===== config.mk =====
export PLATFORM = sky130hd
export DESIGN_NAME = uart_rx_param_flat
export DESIGN_NICKNAME = d
export VERILOG_FILES = /design/src/rtl/uart_rx_param_if.sv /design/src/rtl/uart_rx_param.sv /design/src/flat_wrapper.sv
export SDC_FILE = /design/constraint.sdc
export NUM_CORES = 1
export LEC_CHECK = 0
export ABC_AREA = 1
export CAP_MARGIN = 10
export CORE_MARGIN = 2
export CORE_UTILIZATION = 53
export CTS_BUF_LIST = sky130_fd_sc_hd__clkbuf_2
export CTS_CLUSTER_SIZE = 28
export DETAILED_ROUTE_END_ITERATION = 16
export GPL_TIMING_DRIVEN = 0
export HOLD_SLACK_MARGIN = 0.15
export PLACE_DENSITY = 0.79
export SETUP_SLACK_MARGIN = 0.02
export SLEW_MARGIN = 20
export SYNTH_ARGS = -nofsm -noshare
export SYNTH_HDL_FRONTEND = slang
export SYNTH_SLANG_ARGS = --single-unit

===== constraint.sdc =====
create_clock -name clk -period 1.4 [get_ports clk]
set_input_delay 0.28 -clock clk [delete_from_list [all_inputs] [get_ports clk]]
set_output_delay 0.28 -clock clk [all_outputs]
set_load 0.01 [all_outputs]

===== src/rtl/uart_rx_param_if.sv =====
// Receive-side handshake bundle for uart_rx_param.
//   master : the receiver; drives rx_data, rx_valid, parity_err, frame_err and
//            overrun, and samples rx_ready.
//   slave  : the consumer (FIFO, command decoder); drives rx_ready and samples
//            everything else.
// rx_data/parity_err/frame_err are meaningful only while rx_valid=1.
// overrun is a one-cycle pulse.
interface uart_rx_param_if #(
  parameter int DATA_BITS = 8
);
  logic [DATA_BITS-1:0] rx_data;
  logic                 rx_valid;
  logic                 rx_ready;
  logic                 parity_err;
  logic                 frame_err;
  logic                 overrun;

  modport master (
    output rx_data, rx_valid, parity_err, frame_err, overrun,
    input  rx_ready
  );

  modport slave (
    input  rx_data, rx_valid, parity_err, frame_err, overrun,
    output rx_ready
  );
endinterface


===== src/rtl/uart_rx_param.sv =====
// Parametrised oversampled serial receiver. clk is the oversample tick:
// OVERSAMPLE clk cycles make one bit period.
//   clk     : oversample clock, rising edge
//   rst_n   : synchronous active-low reset
//   data_in : asynchronous serial line, idle high
//   busy    : high whenever the receiver is not in IDLE
//   rx      : handshake bundle (rx_data, rx_valid, rx_ready, parity_err,
//             frame_err, overrun)
// Frame: start(0), DATA_BITS data LSB first, optional parity, STOP_BITS stops.
// Each bit is a 3-sample majority vote ending at the bit centre.
module uart_rx_param #(
  parameter int DATA_BITS  = 8,
  parameter int OVERSAMPLE = 16,
  parameter int PARITY_EN  = 1,
  parameter int PARITY_ODD = 0,
  parameter int STOP_BITS  = 1
) (
  input  logic             clk,
  input  logic             rst_n,
  input  logic             data_in,
  output logic             busy,
  uart_rx_param_if.master  rx
);

  localparam int              CW        = $clog2(OVERSAMPLE);
  localparam logic [CW-1:0]   HALF_M1   = CW'(OVERSAMPLE / 2 - 1);
  localparam logic [CW-1:0]   FULL_M1   = CW'(OVERSAMPLE - 1);
  localparam logic [3:0]      LAST_DATA = 4'(DATA_BITS - 1);
  localparam logic [3:0]      LAST_STOP = 4'(STOP_BITS - 1);
  localparam logic            PAR_ODD   = 1'(PARITY_ODD);

  typedef enum logic [2:0] {IDLE, START, DATA, PARITY, STOP} state_t;

  function automatic logic majority3(input logic a, input logic b, input logic c);
    return (a & b) | (a & c) | (b & c);
  endfunction

  // Synchroniser (sync_p0 -> rx_s) followed by two history taps for the
  // vote. The vld_pN chain marks which taps hold real line samples rather
  // than reset values, so a line held low through reset is never seen as a
  // falling edge.
  logic sync_p0, rx_s, rx_h1, rx_h2;
  logic vld_p0, vld_p1, vld_h1;

  always_ff @(posedge clk) begin
    if (!rst_n) begin
      sync_p0 <= 1'b1;
      rx_s    <= 1'b1;
      rx_h1   <= 1'b1;
      rx_h2   <= 1'b1;
      vld_p0  <= 1'b0;
      vld_p1  <= 1'b0;
      vld_h1  <= 1'b0;
    end else begin
      sync_p0 <= data_in;
      rx_s    <= sync_p0;
      rx_h1   <= rx_s;
      rx_h2   <= rx_h1;
      vld_p0  <= 1'b1;
      vld_p1  <= vld_p0;
      vld_h1  <= vld_p1;
    end
  end

  logic vote, fall;
  assign vote = majority3(rx_s, rx_h1, rx_h2);
  // A start needs a genuine high-to-low transition, never a low level.
  assign fall = vld_h1 & rx_h1 & ~rx_s;

  // Frame FSM, pending result and output handshake
  state_t               state;
  logic [CW-1:0]        cnt;
  logic [3:0]           bit_cnt;
  logic [DATA_BITS-1:0] shreg;
  logic                 pend_perr, pend_ferr;
  logic                 done;

  always_ff @(posedge clk) begin
    if (!rst_n) begin
      state         <= IDLE;
      cnt           <= '0;
      bit_cnt       <= '0;
      shreg         <= '0;
      pend_perr     <= 1'b0;
      pend_ferr     <= 1'b0;
      done          <= 1'b0;
      busy          <= 1'b0;
      rx.rx_data    <= '0;
      rx.rx_valid   <= 1'b0;
      rx.parity_err <= 1'b0;
      rx.frame_err  <= 1'b0;
      rx.overrun    <= 1'b0;
    end else begin
      rx.overrun <= 1'b0;
      done       <= 1'b0;

      // done marks the edge after the last stop sample. A simultaneous
      // accept frees the slot, so the new word replaces the old one.
      if (done) begin
        if (!rx.rx_valid || rx.rx_ready) begin
          rx.rx_data    <= shreg;
          rx.parity_err <= pend_perr;
          rx.frame_err  <= pend_ferr;
          rx.rx_valid   <= 1'b1;
        end else begin
          rx.overrun    <= 1'b1;
        end
      end else if (rx.rx_valid && rx.rx_ready) begin
        rx.rx_valid <= 1'b0;
      end

      case (state)
        IDLE: begin
          if (fall) begin
            state <= START;
            cnt   <= '0;
            busy  <= 1'b1;
          end
        end
        START: begin
          if (cnt == HALF_M1) begin
            cnt <= '0;
            if (vote) begin
              state <= IDLE;
              busy  <= 1'b0;
            end else begin
              state     <= DATA;
              bit_cnt   <= '0;
              pend_perr <= 1'b0;
              pend_ferr <= 1'b0;
            end
          end else begin
            cnt <= cnt + 1'b1;
          end
        end
        DATA: begin
          if (cnt == FULL_M1) begin
            cnt   <= '0;
            shreg <= {vote, shreg[DATA_BITS-1:1]};
            if (bit_cnt == LAST_DATA) begin
              bit_cnt <= '0;
              state   <= (PARITY_EN != 0) ? PARITY : STOP;
            end else begin
              bit_cnt <= bit_cnt + 4'd1;
            end
          end else begin
            cnt <= cnt + 1'b1;
          end
        end
        PARITY: begin
          if (cnt == FULL_M1) begin
            cnt <= '0;
            if (vote != ((^shreg) ^ PAR_ODD)) pend_perr <= 1'b1;
            state <= STOP;
          end else begin
            cnt <= cnt + 1'b1;
          end
        end
        STOP: begin
          if (cnt == FULL_M1) begin
            cnt <= '0;
            if (!vote) pend_ferr <= 1'b1;
            // Leave at mid-stop-bit so a back-to-back start edge is caught.
            if (bit_cnt == LAST_STOP) begin
              bit_cnt <= '0;
              state   <= IDLE;
              busy    <= 1'b0;
              done    <= 1'b1;
            end else begin
              bit_cnt <= bit_cnt + 4'd1;
            end
          end else begin
            cnt <= cnt + 1'b1;
          end
        end
        default: begin
          state <= IDLE;
          busy  <= 1'b0;
        end
      endcase
    end
  end

endmodule


===== src/flat_wrapper.sv =====
// flat-port wrapper written by rule: the top's interface ports become plain ports
module uart_rx_param_flat 
#(
  parameter int DATA_BITS  = 8,
  parameter int OVERSAMPLE = 16,
  parameter int PARITY_EN  = 1,
  parameter int PARITY_ODD = 0,
  parameter int STOP_BITS  = 1
)
  (clk, rst_n, data_in, busy, rx_rx_data, rx_rx_valid, rx_parity_err, rx_frame_err, rx_overrun, rx_rx_ready);
  uart_rx_param_if #(.DATA_BITS(DATA_BITS)) rx_i ();
  input  logic clk;
  input  logic rst_n;
  input  logic data_in;
  output logic busy;
  output wire logic [$bits(rx_i.rx_data)-1:0] rx_rx_data;
  output wire logic [$bits(rx_i.rx_valid)-1:0] rx_rx_valid;
  output wire logic [$bits(rx_i.parity_err)-1:0] rx_parity_err;
  output wire logic [$bits(rx_i.frame_err)-1:0] rx_frame_err;
  output wire logic [$bits(rx_i.overrun)-1:0] rx_overrun;
  input wire logic [$bits(rx_i.rx_ready)-1:0] rx_rx_ready;
  assign rx_rx_data = rx_i.rx_data;
  assign rx_rx_valid = rx_i.rx_valid;
  assign rx_parity_err = rx_i.parity_err;
  assign rx_frame_err = rx_i.frame_err;
  assign rx_overrun = rx_i.overrun;
  assign rx_i.rx_ready = rx_rx_ready;
  uart_rx_param #(.DATA_BITS(DATA_BITS), .OVERSAMPLE(OVERSAMPLE), .PARITY_EN(PARITY_EN), .PARITY_ODD(PARITY_ODD), .STOP_BITS(STOP_BITS)) u_core (.clk(clk), .rst_n(rst_n), .data_in(data_in), .busy(busy), .rx(rx_i));
endmodule

==> metrics.yaml, run 1 <==
status:
  outcome: "complete, but fails checks"
  violations: "negative setup slack"
synthesis:
  syn_area_per_cell_um2: 7.20
  synth_top_area_cell: "dfxtp_1"
  ys_types: 26
  synth_warnings: 0
  synth.top_cells.by_area: "dfxtp_1, nand2_1, a21oi_1"
  synth_top_area_frac: 0.439
  syn_area_um2: 1920
  syn-num-nets: 273
  yosysSeqAreaShare: 0.439
  ys_ff_latch: 42
  syn-instance-count: 266
floorplanning:
  die_area_um2: 4110
  core-area_um2: 3420
  io_pins: 17
  row_count: 21
  die_h_um: 64.1
  start_util: 0.561
  fp.dieW_um: 64.1
setup_path:
  end_kind: "flip-flop"
  cp_data_arrival_time_ps: 1750
  crit_fanout: 4
  required_ps: 1740
  criticalPathCategory: "reg2reg"
  startpoint_type: "flip-flop"
grt:
  grt_pass1_wl_um: 6620
  grt_antenna_before_repair: 0
  grt_pass1_vias: 1614
  grtUsageMet3: 0.0581
  grt_util_met2: 0.337
  grt_max_degree: 14
  grt-busiest-layer: "met2"
  grtUsageMet1: 0.251
  globalRouteTotalUtil: 0.206
  overflow: 0
power:
  power_frac_comb: 0.472
  p_int_uw: 2180
  clockPowerShare: 0.138
  leakagePower_uw: 0.00115
  swShare: 0.428
  switchingPower_uw: 1630
  seqPwrFrac: 0.390
  pwr_density_cell_nw_per_um2: 1560
  max-vdd-ir-drop_mv: 0.907
finish:
  drive_above_1_share: 0.298
  mostFrequentLayoutCells: "nand2_1, inv_1, a21oi_1"
  fill_cells: 285
  diodes: 0
  final_nets: 308
  final_common_cell: "nand2_1"
  syn2layout_area_growth_pct: 27.8
timing:
  finalSetupViolCount: 4
  maxSlewViolCount: 0
  setup_slack_ps: -9.70
  slew_headroom: 0.711
  period_share: 1.01
  fin_worst_skew_ps: 29.1
  setup_tns_ps: -20.0
  hold_viol_final: 0
  rsz0062_at_grt: "yes"
  finalCriticalPeriod_ps: 1410
  worst_pin_slew_ps: 434
  fmax_mhz: 709
clocking:
  cts_max_level: 2
  path_clk_slew_ps: 200
  cts-hold-fix-buffers: 0
  root_buffer: "clkbuf_2"
  cts_tree: "yes"
  clk_latency_ps: 420
  clockBufferDepth: 2
  numClockSinks: 42
  cts-buffers-inserted: 5
placement:
  place_congestion: 0.908
  dp_slack_ps: -451
  dp_hpwl_um: 2650
  io_buffer_count: 16
detailed_routing:
  vias: 1787
  drc: 0
  dr.pass1.iters: 4
  routed_via_density: 5.14
  route.detailed.wl_per_inst_um: 12.1
  drt-initial-drc-count: 77
  wl_um: 4220
  ant_nets: 0
min_path:
  holdCritPathClass: "reg2reg"
job:
  cap_violations: 0
final timing paths:
| kind | startpoint | to | slack [ps] | cells after the start |
|---|---|---|---|---|
| worst min register to register | u_core.vld_p1$_SDFF_PN0_ | u_core.vld_h1$_SDFF_PN0_ | 430 | 2 |
| worst max register to register | u_core.cnt[0]$_SDFFE_PN0P_ | u_core.state[0]$_SDFFE_PN0P_ | -10 | 9 |
| worst max-delay path | u_core.cnt[0]$_SDFFE_PN0P_ | u_core.state[0]$_SDFFE_PN0P_ | -10 | 9 |
| worst min-delay path | u_core.vld_p1$_SDFF_PN0_ | u_core.vld_h1$_SDFF_PN0_ | 430 | 2 |
logic make-up (layout without fill, tap and decap cells):
group	Yosys count	in the layout	share of synthesized area
AOI/OAI and AO/OA	60	60	0.163
and+or+nand+nor	111	111	0.268
adders and majority gates	3	3	0.0196
buffers and inverters	47	83	0.0967
xor gates and xnor gates	3	3	0.0137
DFF	42	42	0.439
cell type report:
cell class | count | area (µm²) | share of cell area
clock inverter | 2 | 12.5 | 0.00511
timing repair buffer | 29 | 248 | 0.101
clock buffer | 6 | 30.0 | 0.0123
tap | 46 | 57.6 | 0.0235
multi-input combinational | 177 | 1030 | 0.420
inverter | 40 | 158 | 0.0644
buffer | 6 | 41.3 | 0.0169
sequential | 42 | 875 | 0.357
critical path, cell delays in order (launching register included):
cell	delay, ps
dfxtp_2	390
ha_4	150
nand2_4	70
nor2_4	110
nor2_1	60
nor2_2	170
nand2_4	100
nor2_4	120
nand2_1	70
a21oi_2	110
Yosys cell counts, drive strengths merged:
cell type / instances
o31ai: 2
a21oi: 31
o21ai: 25
a22oi: 1
ha: 3
clkbuf: 5
or2: 2
nor2: 21
dfxtp: 42
and2: 1
inv: 40
o2111ai: 1
buf: 2
nor3: 4
nand2: 67
xor2: 3
nand3: 14
nor4: 2
routing by layer:
metal / vias up / part of all wire
li1: 928 / -
met1: 809 / 0.47
met2: 42 / 0.48
met3: 8 / 0.043
met4: 0 / 0.012
met5: - / 0
metrics by stage:
stage               cell area [µm²]  utilization  instances  hold slack, ps  total power (µW)
global placement               2130        0.625        328             393              2590
floorplan                      1920            -        266             308              2380
finish                         2450        0.717        348             434              3810
detailed placement             2130        0.625        328             407              2600
global route                   2450        0.717        348             397              4040
CTS                            2300        0.673        345             314              3300
sequential cells by signal, indices dropped and copies added (netlist names), 3 cells and up:
register	count
u_core.bit_cnt	4
u_core.cnt	4
u_core.shreg	8
u_core.rx.rx_data	8
u_core.state	3
timing repair:
action / 4_1_cts / 5_1_grt
resized for setup: 44 / 38
gates cloned: 1 / 0
pin swaps: 11 / 14
setup endpoints to repair: 42 / 23
setup buffers: 8 / 4
power groups by stage:
stage	combinational [µW]	clock [µW]	sequential [µW]
2_1_floorplan	971	0	1410
3_3_place_gp	1160	0	1430
3_5_place_dp	1170	0	1430
4_1_cts	1340	535	1430
5_1_grt	1960	581	1500
6_report	1800	526	1490
(Power assumes the default switching activity.)
==> run 2: changes to the inputs <==
Settings changed: ABC_CLOCK_PERIOD_IN_PS set to 1400.
==> results of run 2 <==
No change in the layout: final DEF, timing and power equal those of run 1.
==> patch: new RTL, flow settings as in run 2 <==
`PARITY_ODD` is set to 0 in 2 places; all go to 1.
--- a/src/rtl/uart_rx_param.sv
+++ b/src/rtl/uart_rx_param.sv
@@ -12,7 +12,7 @@
   parameter int DATA_BITS  = 8,
   parameter int OVERSAMPLE = 16,
   parameter int PARITY_EN  = 1,
-  parameter int PARITY_ODD = 0,
+  parameter int PARITY_ODD = 1,
   parameter int STOP_BITS  = 1
 ) (
   input  logic             clk,
--- a/src/flat_wrapper.sv
+++ b/src/flat_wrapper.sv
@@ -4,7 +4,7 @@
   parameter int DATA_BITS  = 8,
   parameter int OVERSAMPLE = 16,
   parameter int PARITY_EN  = 1,
-  parameter int PARITY_ODD = 0,
+  parameter int PARITY_ODD = 1,
   parameter int STOP_BITS  = 1
 )
   (clk, rst_n, data_in, busy, rx_rx_data, rx_rx_valid, rx_parity_err, rx_frame_err, rx_overrun, rx_rx_ready);
Behaviour: no difference found for any inputs over 10 cycles, from zero or initial values and one cycle with rst_n low; that may be too few to reach the edited logic, so the function may still have changed.
==> patch against run 2 <==
- highest routed layer unchanged
- routed wire length increased by 4.1%
- sequential cell count is the same
- worst setup slack worse by 0.15 ns
- the run still ends with setup timing left
- critical path type unchanged
- final area up 0.15%
- total power grew 12%
- non-clock buffer count up 3
- synthesized area down 0.52%
- synthesized cell count grew 1.1%
==> patch: results <==
group,metric,value,unit
worst_setup_path,crit_arrival,1.90,ns
pwr,peakVddDrop,786,µV
drt,initialDrtViolationCount,126,
grt,grt_first_pass_wirelength,7390,µm
clock_tree,post_cts_buffers,7,
cells_and_area,register_area,872,µm²
place,place.gp.congestion,0.842,
worst_hold_path,hold_end,"u_core.vld_p0",
drt,wl_met2,2200,µm
worst_hold_path,min_from,"rst_n",
synthesis,seq_area_frac_synth,44.1,%
grt,use_met1,27.6,%
sta,fin_ws,-0.157,ns
synthesis,ys_top_cells_by_count,"60 x nand2_1, 42 x dfxtp_1, 33 x inv_1",
worst_hold_path,holdPathStages,1,
grt,grt_start_max_net_pins,15,
cells_and_area,fillers,236,
pwr,p_int,2650,µW
drt,dr_wl_met3,169,µm
drt,drt_wl_total,4400,µm
status,status,"complete, but fails checks",
worst_setup_path,r2r_cells,10,
grt,grt_pass1_vias,1685,
sta,tns,-1.10,ns
clock_tree,post_cts_resize_count,41,
place,dp_hpwl,2870,µm
pwr,p_switching,1610,µW
synthesis,syn_nets,276,
grt,grtUsageTotal,23.4,%
pwr,comb_power_share,45.0,%
pwr,cellLeakagePower,0.00113,µW
drt,vias_per_cell,5.10,
worst_setup_path,endpoint,"u_core.pend_ferr",
drt,wl_met1,1960,µm
cells_and_area,nNetsFinal,315,
worst_setup_path,path_max_fanout,5,
grt,globalRouteMet2Util,40.0,%
worst_hold_path,min_path_type,"input port to register",
sta,max_slew.worst_pin.slew,0.527,ns
clock_tree,clk_pin_slew,0.24,ns
sta,setup_viol_count_final,12,
pwr,pg_clk,912,µW
cells_and_area,biggestRegsByFlops,"u_core.rx.rx_data x8, u_core.shreg x8",
cells_and_area,layout-drive-gt1-share,27.8,%
synthesis,synth_area_leaders,"dfxtp_1 44%, nand2_1 12%, o21ai_0 7.1%",
sta,fin_skew,0.0182,ns
grt,met3_usage,6.34,%
worst_setup_path,reg2reg_from,"u_core.cnt[0]",
status,violations,"setup timing",
place,dpl-instance-area,2170,µm²
## patch: changes by cell type after synthesis, sizes merged, moves of 2 or more
cell | before | now
o31ai | 2 | 0
inv | 40 | 36
a21oi | 31 | 25
clkbuf | 5 | 3
o21ai | 25 | 30
nor2 | 21 | 36
nand2 | 67 | 64
## patch: cells by family after synthesis
group | Yosys count | share of synthesized area [%]
xor+xnor | 3 | 1.38
buf+inv | 42 | 8.40
compound gates | 56 | 15.0
simple gates | 123 | 29.2
flops | 42 | 44.1
fa+ha+maj | 3 | 1.97
## patch: layout make-up
type	instances	area share (%)
clock inverter	3	2.81
inverter	36	5.51
multi-input combinational	185	40.6
buffer	6	1.22
timing repair buffer	32	10.9
tap	46	2.35
sequential	42	35.6
clock buffer	5	1.02
## patch: through the flow
step	std cells	hold WS [ns]	setup WS (ns)
4_1_cts	346	0.314	-0.102
3_5_place_dp	331	0.403	-0.589
2_1_floorplan	269	0.308	0.0157
3_3_place_gp	331	0.395	-0.534
5_1_grt	355	0.297	-0.236
6_report	355	0.327	-0.157
